File: src/rtl/enc_pkg.sv
// Shared constants and index helpers for the round-robin encoder and its users.
package enc_pkg;

  localparam int ENC_DEFAULT_N = 4;

  // Index of the single set bit; returns the highest set bit if several are set.
  function automatic int onehot_to_bin(input logic [31:0] v);
    int r;
    r = 0;
    for (int i = 0; i < 32; i++) begin
      if (v[i]) r = i;
    end
    return r;
  endfunction

  function automatic int idx_wrap_inc(input int i, input int n);
    return (i + 1 >= n) ? 0 : i + 1;
  endfunction

endpackage

File: src/rtl/rr_pick_comb.sv
// Combinational round-robin pick: first set bit of req scanning upward from base, wrapping.
// Zero latency; no flow control.
module rr_pick_comb #(
  parameter int N = 4,
  parameter int W = $clog2(N)
) (
  input  logic [N-1:0] req,
  input  logic [W-1:0] base,
  output logic         any,
  output logic [W-1:0] pick
);

  localparam logic [W:0] N_EXT = (W+1)'(N);

  logic [N-1:0] rot;
  logic [W-1:0] off;
  logic [W:0]   sum;
  logic         found;

  always_comb begin
    rot   = N'({req, req} >> base);
    off   = '0;
    found = 1'b0;
    for (int j = 0; j < N; j++) begin
      if (!found && rot[j]) begin
        found = 1'b1;
        off   = W'(j);
      end
    end
    // base + off stays below 2N, so one conditional subtract keeps the pick inside 0..N-1.
    sum = {1'b0, base} + {1'b0, off};
    if (sum >= N_EXT) sum = sum - N_EXT;
    pick = sum[W-1:0];
    any  = |req;
  end

endmodule

File: src/rtl/rr_priority_encoder.sv
// Round-robin priority encoder with a registered valid/ready output slice.
// One cycle req-to-grant; a stalled grant is held frozen until accepted or flushed.
module rr_priority_encoder
  import enc_pkg::*;
#(
  parameter int N = ENC_DEFAULT_N,
  parameter int W = $clog2(N)
) (
  input  logic         clk,
  input  logic         reset_n,
  input  logic [N-1:0] req,
  input  logic         flush,
  input  logic         grant_ready,
  output logic         grant_valid,
  output logic [W-1:0] grant_idx,
  output logic [N-1:0] grant_onehot
);

  localparam logic [N-1:0] ONE = N'(1);

  logic [W-1:0] ptr;
  logic [W-1:0] base;
  logic [W-1:0] pick;
  logic         any;
  logic         fire;
  logic         load;

  // An accepted grant pushes its own index to lowest priority for the pick made this edge.
  always_comb begin
    fire = grant_valid & grant_ready;
    load = !grant_valid | grant_ready;
    base = fire ? W'(idx_wrap_inc(int'(grant_idx), N)) : ptr;
  end

  rr_pick_comb #(.N(N), .W(W)) u_pick (
    .req  (req),
    .base (base),
    .any  (any),
    .pick (pick)
  );

  always_ff @(posedge clk) begin
    if (!reset_n) begin
      grant_valid  <= 1'b0;
      grant_idx    <= '0;
      grant_onehot <= '0;
      ptr          <= '0;
    end else if (flush) begin
      grant_valid  <= 1'b0;
      grant_onehot <= '0;
      ptr          <= base;
    end else if (load) begin
      grant_valid  <= any;
      grant_idx    <= any ? pick : '0;
      grant_onehot <= any ? (ONE << pick) : '0;
      ptr          <= base;
    end
  end

endmodule

File: config.mk
export PLATFORM = sky130hd
export DESIGN_NAME = rr_priority_encoder
export DESIGN_NICKNAME = d
export VERILOG_FILES = /design/src/rtl/enc_pkg.sv /design/src/rtl/rr_pick_comb.sv /design/src/rtl/rr_priority_encoder.sv
export SDC_FILE = /design/constraint.sdc
export NUM_CORES = 1
export LEC_CHECK = 0
export BUFFER_PORTS_ARGS = -buffer_cell sky130_fd_sc_hd__buf_2
export CAP_MARGIN = 10
export CORE_MARGIN = 4
export CORE_UTILIZATION = 47
export CTS_CLUSTER_DIAMETER = 200
export DETAILED_ROUTE_END_ITERATION = 7
export PLACE_DENSITY = 0.73
export SLEW_MARGIN = 20
export SYNTH_ARGS = -nofsm -noshare
export SYNTH_HDL_FRONTEND = slang
export SYNTH_SLANG_ARGS = --single-unit
File: constraint.sdc
create_clock -name clk -period 2.6 [get_ports clk]
set_clock_uncertainty 0.15 [all_clocks]
set_input_delay 0.78 -clock clk [delete_from_list [all_inputs] [get_ports clk]]
set_output_delay 0.78 -clock clk [all_outputs]
set_load 0.02 [all_outputs]
### Word-level counts from Yosys, hierarchy flattened

Index checks and enable logic that the tools add are counted.

* register bits: 9
* bits of input ports: 8
* output and inout bits: 7
* word-level logic and storage cells: 39

* add/subtract/negate cells: 3
* order comparisons: 2
* shift operators: 2
* mux-type cells: 13
* bitwise gates (word level): 4
* reductions and logical operators: 11

Operators by type and width (count)
* $mux 2: 8
* $shr 8x2->4: 1
* $ge 3x3->1 const B: 2
* $logic_not 1->1: 4
* $mux 1: 4
* $mux 4: 1
* $reduce_or 4->1: 1
* $shl 1x2->4 const A: 1
* $add 2x1->3 const B: 1
* $add 2x2->3: 1
* $logic_and 1x1->1: 3
* $not 1->1: 2
* $reduce_and 2->1: 1
* $reduce_bool 2->1: 1
* $reduce_or 2->1: 1
* $sub 2x1->2 const B: 1
* $and 1x1->1: 1
* $or 1x1->1: 1

### Depth between registers and ports, before layout

Gate-level depths: netlist (run 1).

* depth in word-level cells: 20
* gate-level depth with buffers: 11
* depth with buffers taken out: 11

### Modules after synthesis

Synthesis (run 1) repeated with hierarchy kept, for this count alone.

* cells, all modules: 70
* area total of the unflattened synthesis: 578.1 um^2

Modules (own cells, without submodules)
* rr_priority_encoder: instances 1, cells each 42, area an instance 387.9 um^2, sequential area each 180.2 um^2
* rr_pick_comb: instances 1, cells each 28, area an instance 190.2 um^2, sequential area each 0.0 um^2

### Worst setup path after synthesis (run 1)

Ideal clock, no wire load.

* path kind: input-to-reg
* start point: in grant_ready
* end point: reg grant_idx[1]
* setup time: 0.128 ns
* data arrival time: 2.588 ns
* data required time: 2.322 ns
* path slack: -0.267 ns
* cell stages on the path: 8
* cells stage by stage: nor4bb_4 > a21oi_1 > o32a_1 > ha_1 > or3_1 > and2_1 > o2111ai_1 > o211ai_2

* word-level cells in the longest chain between the ends: 17
* elaborated cells between the ends (all ways): 22
* those cells by class: add/sub (2); order compare (1); shift (1); mux (9); bitwise (2); reduce/logical (7)

Ends and longest elaborated chain
* start, declared: RTL line rr_priority_encoder.sv:13 `input logic grant_ready,`
* $and 1x1->1: RTL line rr_priority_encoder.sv:30 `fire = grant_valid & grant_ready;`
* $mux 2: RTL line rr_priority_encoder.sv:32 `base = fire ? W'(idx_wrap_inc(int'(grant_idx), N)) : ptr;`
* $shr 8x2->4: RTL line rr_pick_comb.sv:21 `rot = N'({req, req} >> base);`
* $mux 1: RTL line rr_pick_comb.sv:25 `if (!found && rot[j]) begin`
* $logic_not 1->1: RTL line rr_pick_comb.sv:25
* $logic_and 1x1->1: RTL line rr_pick_comb.sv:25
* $mux 1: RTL line rr_pick_comb.sv:25
* $logic_not 1->1: RTL line rr_pick_comb.sv:25
* $logic_and 1x1->1: RTL line rr_pick_comb.sv:25
* $mux 1: RTL line rr_pick_comb.sv:25
* $logic_not 1->1: RTL line rr_pick_comb.sv:25
* $logic_and 1x1->1: RTL line rr_pick_comb.sv:25
* $mux 2: RTL line rr_pick_comb.sv:25
* $add 2x2->3: RTL line rr_pick_comb.sv:31 `sum = {1'b0, base} + {1'b0, off};`
* $ge 3x3->1 or $sub 2x1->2 (tied branches): RTL line rr_pick_comb.sv:32 `if (sum >= N_EXT) sum = sum - N_EXT;`
* $mux 2: RTL line rr_pick_comb.sv:32
* $mux 2: RTL line rr_priority_encoder.sv:54 `grant_idx <= any ? pick : '0;`
* end signal, assigned: RTL line rr_priority_encoder.sv:54
* end, declared: RTL line rr_priority_encoder.sv:15 `output logic [W-1:0] grant_idx,`

Several ways; a longest one is shown, not always the timed one.
A chain may end at the register's enable or synchronous reset.

### Final worst setup path (run 1)

* start point: in grant_ready
* end point: reg grant_onehot[2]

* word-level cells in the longest chain between the ends: 18
* elaborated cells between the ends (all ways): 22
* those cells by class: add/sub (2); order compare (1); shift (2); mux (9); bitwise (2); reduce/logical (6)

Ends and longest elaborated chain
* $and 1x1->1: RTL line rr_priority_encoder.sv:30
* $mux 2: RTL line rr_priority_encoder.sv:32
* $shr 8x2->4: RTL line rr_pick_comb.sv:21
* $mux 1: RTL line rr_pick_comb.sv:25
* $logic_not 1->1: RTL line rr_pick_comb.sv:25
* $logic_and 1x1->1: RTL line rr_pick_comb.sv:25
* $mux 1: RTL line rr_pick_comb.sv:25
* $logic_not 1->1: RTL line rr_pick_comb.sv:25
* [... 2 more ...]
* $logic_not 1->1: RTL line rr_pick_comb.sv:25
* $logic_and 1x1->1: RTL line rr_pick_comb.sv:25
* $mux 2: RTL line rr_pick_comb.sv:25
* $add 2x2->3: RTL line rr_pick_comb.sv:31
* $ge 3x3->1 or $sub 2x1->2 (tied branches): RTL line rr_pick_comb.sv:32
* $mux 2: RTL line rr_pick_comb.sv:32
* $shl 1x2->4: RTL line rr_priority_encoder.sv:55 `grant_onehot <= any ? (ONE << pick) : '0;`
* $mux 4: RTL line rr_priority_encoder.sv:55
* end signal, assigned: RTL line rr_priority_encoder.sv:55
* end, declared: RTL line rr_priority_encoder.sv:16 `output logic [N-1:0] grant_onehot`

Several ways; a longest one is shown, not always the timed one.

==> results.txt, run 1 <==
status: finished with violations
failing checks: setup timing
drt initial violations: 28
share of layout cells above drive strength 1: 46.4%
CTS H-tree depth: 1
dpl cell area: 950 sq um
RSZ-0062 raised after global routing: true
Longest Clk Path Bufs: 2
syn_nets: 103
worst vdd ir: 247 uV
setup ws final: -0.0638 ns
final design utilization: 70.7%
crit start category: input port
initial core utilization: 49.4%
Crit. End Element: flip-flop
global-route wire length before repair: 3340 um
beginning of the worst hold path: grant_onehot[3]
via count: 869
sequential area share after synthesis: 24.2%
Max Transition Viols Final: 0
Max transition margin: 66.2%
leakage power: 0.000450 uW
Max Cap Viol: 0
pin count of the biggest net entering global routing: 9
Nets: 136
worst reg2reg setup slack: -0.04 ns
vias per inst: 6.16
syn avg cell area: 8.00 sq um
count leader, synth: nand2_1
Final setup viols: 3
CTS tree: built
antenna violations before repair: 0
area occupied by multi-input gates: 634 sq um
I/O pins: 15
Worst Tran Pin Value: 0.502 ns
CP required: 2.59 ns
CTS Hold Bufs: 0
reg2reg end: grant_onehot[2]
layout overhead on the synthesized area: 43.0%
Antenna Nets Post-Route: 0
Ys Warns: 0
FF+latch area: 183 sq um
clk_lat worst skew: 0.26 ns
TritonCTS buffer count: 3
vias in the first global route: 779
Pre-Repair DR Iteration Count: 4
hold depth: 2
row count: 14
number of fill cells: 112
Synth area leaders: dfxtp_1, o211ai_2, nand2_1, nor2_1, o2111ai_1
final WL: 2280 um
hold crit path type: reg2reg
gr usage total: 21.6%
Worst Setup SP: grant_ready
cells after synthesis: 93
Post-synth EDFFs: 0
cell taking the most area after synthesis: dfxtp_1
final instance area: 0.00106 sq mm
PwrDens: 402 mW/mm^2
Synth Flop Type: dfxtp_1
Root Buffer: clkbuf_4
launching point of the worst reg2reg path: grant_idx[0]
Distinct cells, synth: 32
post-synthesis async set-or-reset flop share: 0%
clock slew at reported path FFs: 0.07 ns
R2R depth: 11
total gr overflow: 0
WL/cell: 16.1 um
core area: 0.00151 sq mm
Final Hold Fails: 0
most frequent cells after synthesis: nand2_1, dfxtp_1, nor2_1
drc violations: 0
worst hold endpoint: grant_onehot[3]
fmax: 0.375 GHz
DIE WIDTH: 47.8 um
CP Data Arrival Time: 2.65 ns
period utilisation layout: 102%
Synth Register Bits: 9
# clock sinks: 9
mapped cell area: 744 sq um
Final GP Congestion: 0.932
final critical-path required period: 2.66 ns
Synth top area share: 24.2%
ant diodes: 0
Die Ht: 47.8 um
HPWL Detailed: 1670 um
port bufs: 14
worst setup path class: in2reg
Critical Path Fanout Max: 7
total die area: 0.00228 sq mm
## metrics by stage
stage / TNS (ns) / power [uW] / setup slack (ns) / hold WS, ns / cells
3_3_place_gp: -0.950 / 291 / -0.209 / 0.292 / 134
5_1_grt: -0.258 / 449 / -0.0752 / 0.361 / 141
2_1_floorplan: -0.165 / 245 / -0.0459 / 0.393 / 93
6_report: -0.118 / 428 / -0.0638 / 0.322 / 141
3_5_place_dp: -1.25 / 296 / -0.267 / 0.291 / 134
4_1_cts: 0 / 408 / 0.000771 / 0.317 / 138
## layout by cell type (no fill, tap or decap), types with 2 or more instances in the layout
cell type / instances
nand3_1: 2
inv_1: 3
o2111ai_2: 3
dfxtp_1: 7
buf_2: 13
nor2b_1: 4
and3_1: 2
a21oi_1: 4
o211ai_1: 2
nand2b_1: 4
nor2_1: 9
dfxtp_2: 2
buf_4: 14
and2_1: 3
o211ai_2: 5
nand3_2: 2
o21ai_0: 4
clkbuf_4: 3
nand2_1: 15
## kinds of logic (layout without fill, tap and decap cells)
family	after synthesis	in the layout	share of synthesized area, %
and+or+nand+nor	48	48	34.1
adders and majority gates	2	2	3.36
AOI/OAI and AO/OA	31	31	36.8
DFF	9	9	24.2
buffers and inverters	3	35	1.51
## registers in the layout, indices dropped and copies added, names as in the netlist
register,count
grant_onehot,4
grant_idx,2
ptr,2
grant_valid,1
## report_power, final
| part | switching (uW) | total [uW] | internal (uW) |
|---|---|---|---|
| sequential | 8.51 | 156 | 147 |
| clock | 54.8 | 114 | 59.3 |
| combinational | 85.5 | 158 | 72.8 |
| total | 149 | 428 | 279 |
## how the worst max path moves through the flow
stage / to / depth (start not counted)
2_1_floorplan: grant_onehot[3] / 8
3_3_place_gp: grant_onehot[0] / 11
3_5_place_dp: grant_onehot[0] / 11
4_1_cts: grant_onehot[0] / 11
5_1_grt: grant_onehot[2] / 11
6_report: grant_onehot[2] / 11
## timing repair
action                     in CTS  in global routing
resized for setup               2                 14
buffers inserted                0                  3
setup endpoints to repair       4                  5
pin swaps                       1                 11
## cell type report
class / count / share of cell area (%)
clock buffer: 4 / 2.47
timing repair buffer: 28 / 17.9
multi-input combinational: 81 / 59.6
sequential: 9 / 17.2
tap: 16 / 1.88
inverter: 3 / 1.06
## routing by layer
metal / up-vias / GRT usage, % / wire length, um
met5: - / 0 / 0
met4: 0 / 8.06 / 34
met3: 10 / 5.26 / 136
met2: 42 / 38.8 / 1160
met1: 398 / 24.3 / 951
li1: 419 / - / -
## worst max-delay path, cell delays in order
cell and delay [ns]:
buf_12 0.11, a21boi_4 0.17, nor2_1 0.09, o21ai_0 0.21, a21oi_1 0.10, o32a_1 0.19, ha_2 0.19, or3_4 0.39
and2_4 0.20, o2111ai_2 0.09, o211ai_2 0.13
Power figures use the tool's default switching activity.
==> run 2: changes to the inputs <==
Settings changed: CORE_UTILIZATION 47 to 44, PLACE_DENSITY 0.73 to 0.71, REMOVE_ABC_BUFFERS from default to 1, SYNTH_HIERARCHICAL from default to 1.
==> run 2 against run 1 <==
Effect of this change: the flow still finishes with violations (setup timing); sequential power decreased by 3%; combinational power decreased by 4%; power decreased by 3.2%; largest cell class unchanged; final cell count decreased by 18%; clock power about the same; wire length decreased by 35%; worst setup slack got worse by 0.14 ns; flip-flop and latch count unchanged; via count decreased by 29%; non-clock buffer count increased by 3; worst hold slack got worse by 0.025 ns.
==> results.txt, run 2 <==
status: finished with violations
failing checks: setup timing
Final GP Congestion: 0.738
initial core utilization: 49.4%
mapped cell area: 578 sq um
Post-synth EDFFs: 0
core area: 0.00117 sq mm
WL/cell: 12.8 um
row count: 12
cells after synthesis: 70
cell taking the most area after synthesis: dfxtp_1
dpl cells: 109
GRT busiest layer: met2
DIE WIDTH: 44.2 um
Pre-Repair DR Iteration Count: 4
pin count of the biggest net entering global routing: 11
hold crit path type: reg2reg
Root Buffer: clkbuf_4
share of layout cells above drive strength 1: 48.0%
CTS H-tree depth: 1
fmax: 0.357 GHz
dpl cell area: 743 sq um
CTS Hold Bufs: 0
final instance area: 868 sq um
clock share of power: 26.8%
Critical Path Fanout Max: 7
clk_lat worst skew: 0.27 ns
setup ws final: -0.204 ns
sequential area share after synthesis: 31.2%
met2 GRT Util: 30.8%
# clock sinks: 9
port bufs: 14
Max Cap Viol: 0
vias in the first global route: 631
leakage power: 0.000394 uW
post-place setup slack: -0.670 ns
most frequent cells in the layout: buf_4, buf_2, dfxtp_1
most frequent cells after synthesis: nand2_1, dfxtp_1, a21oi_1, nor2_1
Max Transition Viols Final: 0
commonest non-fill, non-tap cell in the layout: buf_4
Ys Warns: 6
Antenna Nets Post-Route: 0
number of flip-flops in the largest register: 4
ant diodes: 0
final non-filler cell total: 116
TritonCTS buffer count: 3
drt initial violations: 11
Die Ht: 44.2 um
worst reg2reg setup slack: -0.12 ns
CTS tree: built
antenna violations before repair: 0
Worst Tran Pin Value: 0.594 ns
Crit. End Element: flip-flop
via count: 618
biggest regs: grant_onehot x4, grant_idx x2, ptr x2
count leader, synth: nand2_1
gr usage total: 18.1%
Distinct cells, synth: 32
drc violations: 0
P_sw: 126 uW
total die area: 0.00196 sq mm
RSZ-0062 raised after global routing: true
I/O pins: 15
sw frac: 30.4%
PwrDens: 477 mW/mm^2
M3 GR Usage: 8.13%
CP Data Arrival Time: 2.85 ns
clock slew at reported path FFs: 0.06 ns
Final setup viols: 5
Synth top area share: 31.2%
crit start category: input port
worst vdd ir: 351 uV
final critical-path required period: 2.80 ns
Final Hold Fails: 0
period utilisation layout: 108%
layout overhead on the synthesized area: 50.2%
HPWL Detailed: 1040 um
post-synthesis async set-or-reset flop share: 0%
total power: 414 uW
Comb power frac: 36.7%
Nets: 113
Reg power frac: 36.5%
syn avg cell area: 8.26 sq um
final WL: 1480 um
Synth Flop Type: dfxtp_1
Max transition margin: 60.3%
met1 Track Usage GR: 18.1%
P_int: 288 uW
Synth Register Bits: 9
vias per inst: 5.33
CP required: 2.65 ns
final design utilization: 74.1%
Longest Clk Path Bufs: 2
Most flops, register: grant_onehot
worst setup path class: in2reg
global-route wire length before repair: 2550 um
total gr overflow: 0
Synth area leaders: dfxtp_1, nand2_1, a21oi_1, ha_1, buf_6
-- run 2: changes by cell type after synthesis, sizes merged, moves of 4 or more --
cell    change
nand3       -4
o211ai      -6
nor2        -4
nand2       -4
-- run 2: final timing paths --
| kind | cells after the start | startpoint | end |
|---|---|---|---|
| worst max register to register | 12 | grant_idx[0] | grant_onehot[0] |
| worst max-delay path | 13 | grant_ready | grant_onehot[0] |
| worst min-delay path | 2 | grant_onehot[0] | grant_onehot[0] |
| worst min register to register | 2 | grant_onehot[0] | grant_onehot[0] |
-- run 2: critical path, stage by stage --
cell and delay [ns]:
buf_8 0.08, nand2_4 0.04, or3_4 0.34, nand2_4 0.12, nand2_2 0.05, o22ai_1 0.15, nand2_1 0.07, o211ai_1 0.11
ha_2 0.23, xnor2_2 0.08, xnor2_2 0.15, or4b_1 0.51, a21oi_1 0.14
-- run 2: cell families after synthesis --
| logic type | share of synthesized area, % |
|---|---|
| buffers and inverters | 5.41 |
| AOI/OAI and AO/OA | 20.3 |
| muxes | 3.68 |
| and+or+nand+nor | 32.0 |
| DFF | 31.2 |
| adders and majority gates | 4.33 |
| xor gates and xnor gates | 3.03 |
-- run 2: metal layers --
layer	wire length [um]	up-vias
li1	-	315
met1	612	281
met2	765	16
met3	67	6
met4	37	0
met5	0	-
-- run 2: power groups by stage --
stage / sequential, uW / combinational (uW) / clock (uW)
2_1_floorplan: 163 / 57.2 / 0
3_3_place_gp: 153 / 113 / 0
3_5_place_dp: 154 / 117 / 0
4_1_cts: 151 / 150 / 116
5_1_grt: 152 / 166 / 120
6_report: 151 / 152 / 111
-- run 2: timing repair --
action	CTS	global route
cloned	0	0
buffers inserted	3	0
endpoints found under the setup margin	6	6
gates resized for setup	18	1
pin swaps	16	8
-- run 2: metrics by stage --
stage               hold WS (ns)  setup TNS, ns
global placement           0.289          -2.56
detailed placement         0.291          -3.13
global route               0.329          -1.23
CTS                        0.303         -0.786
finish                     0.298         -0.546
floorplan                  0.298          -1.57
-- run 2: area by class of cell --
type / instances / area, sq um
clock buffer: 4 / 26.3
timing repair buffer: 31 / 215
sequential: 9 / 180
fill: 91 / 303
tap: 14 / 17.5
multi-input combinational: 57 / 425
inverter: 1 / 3.75
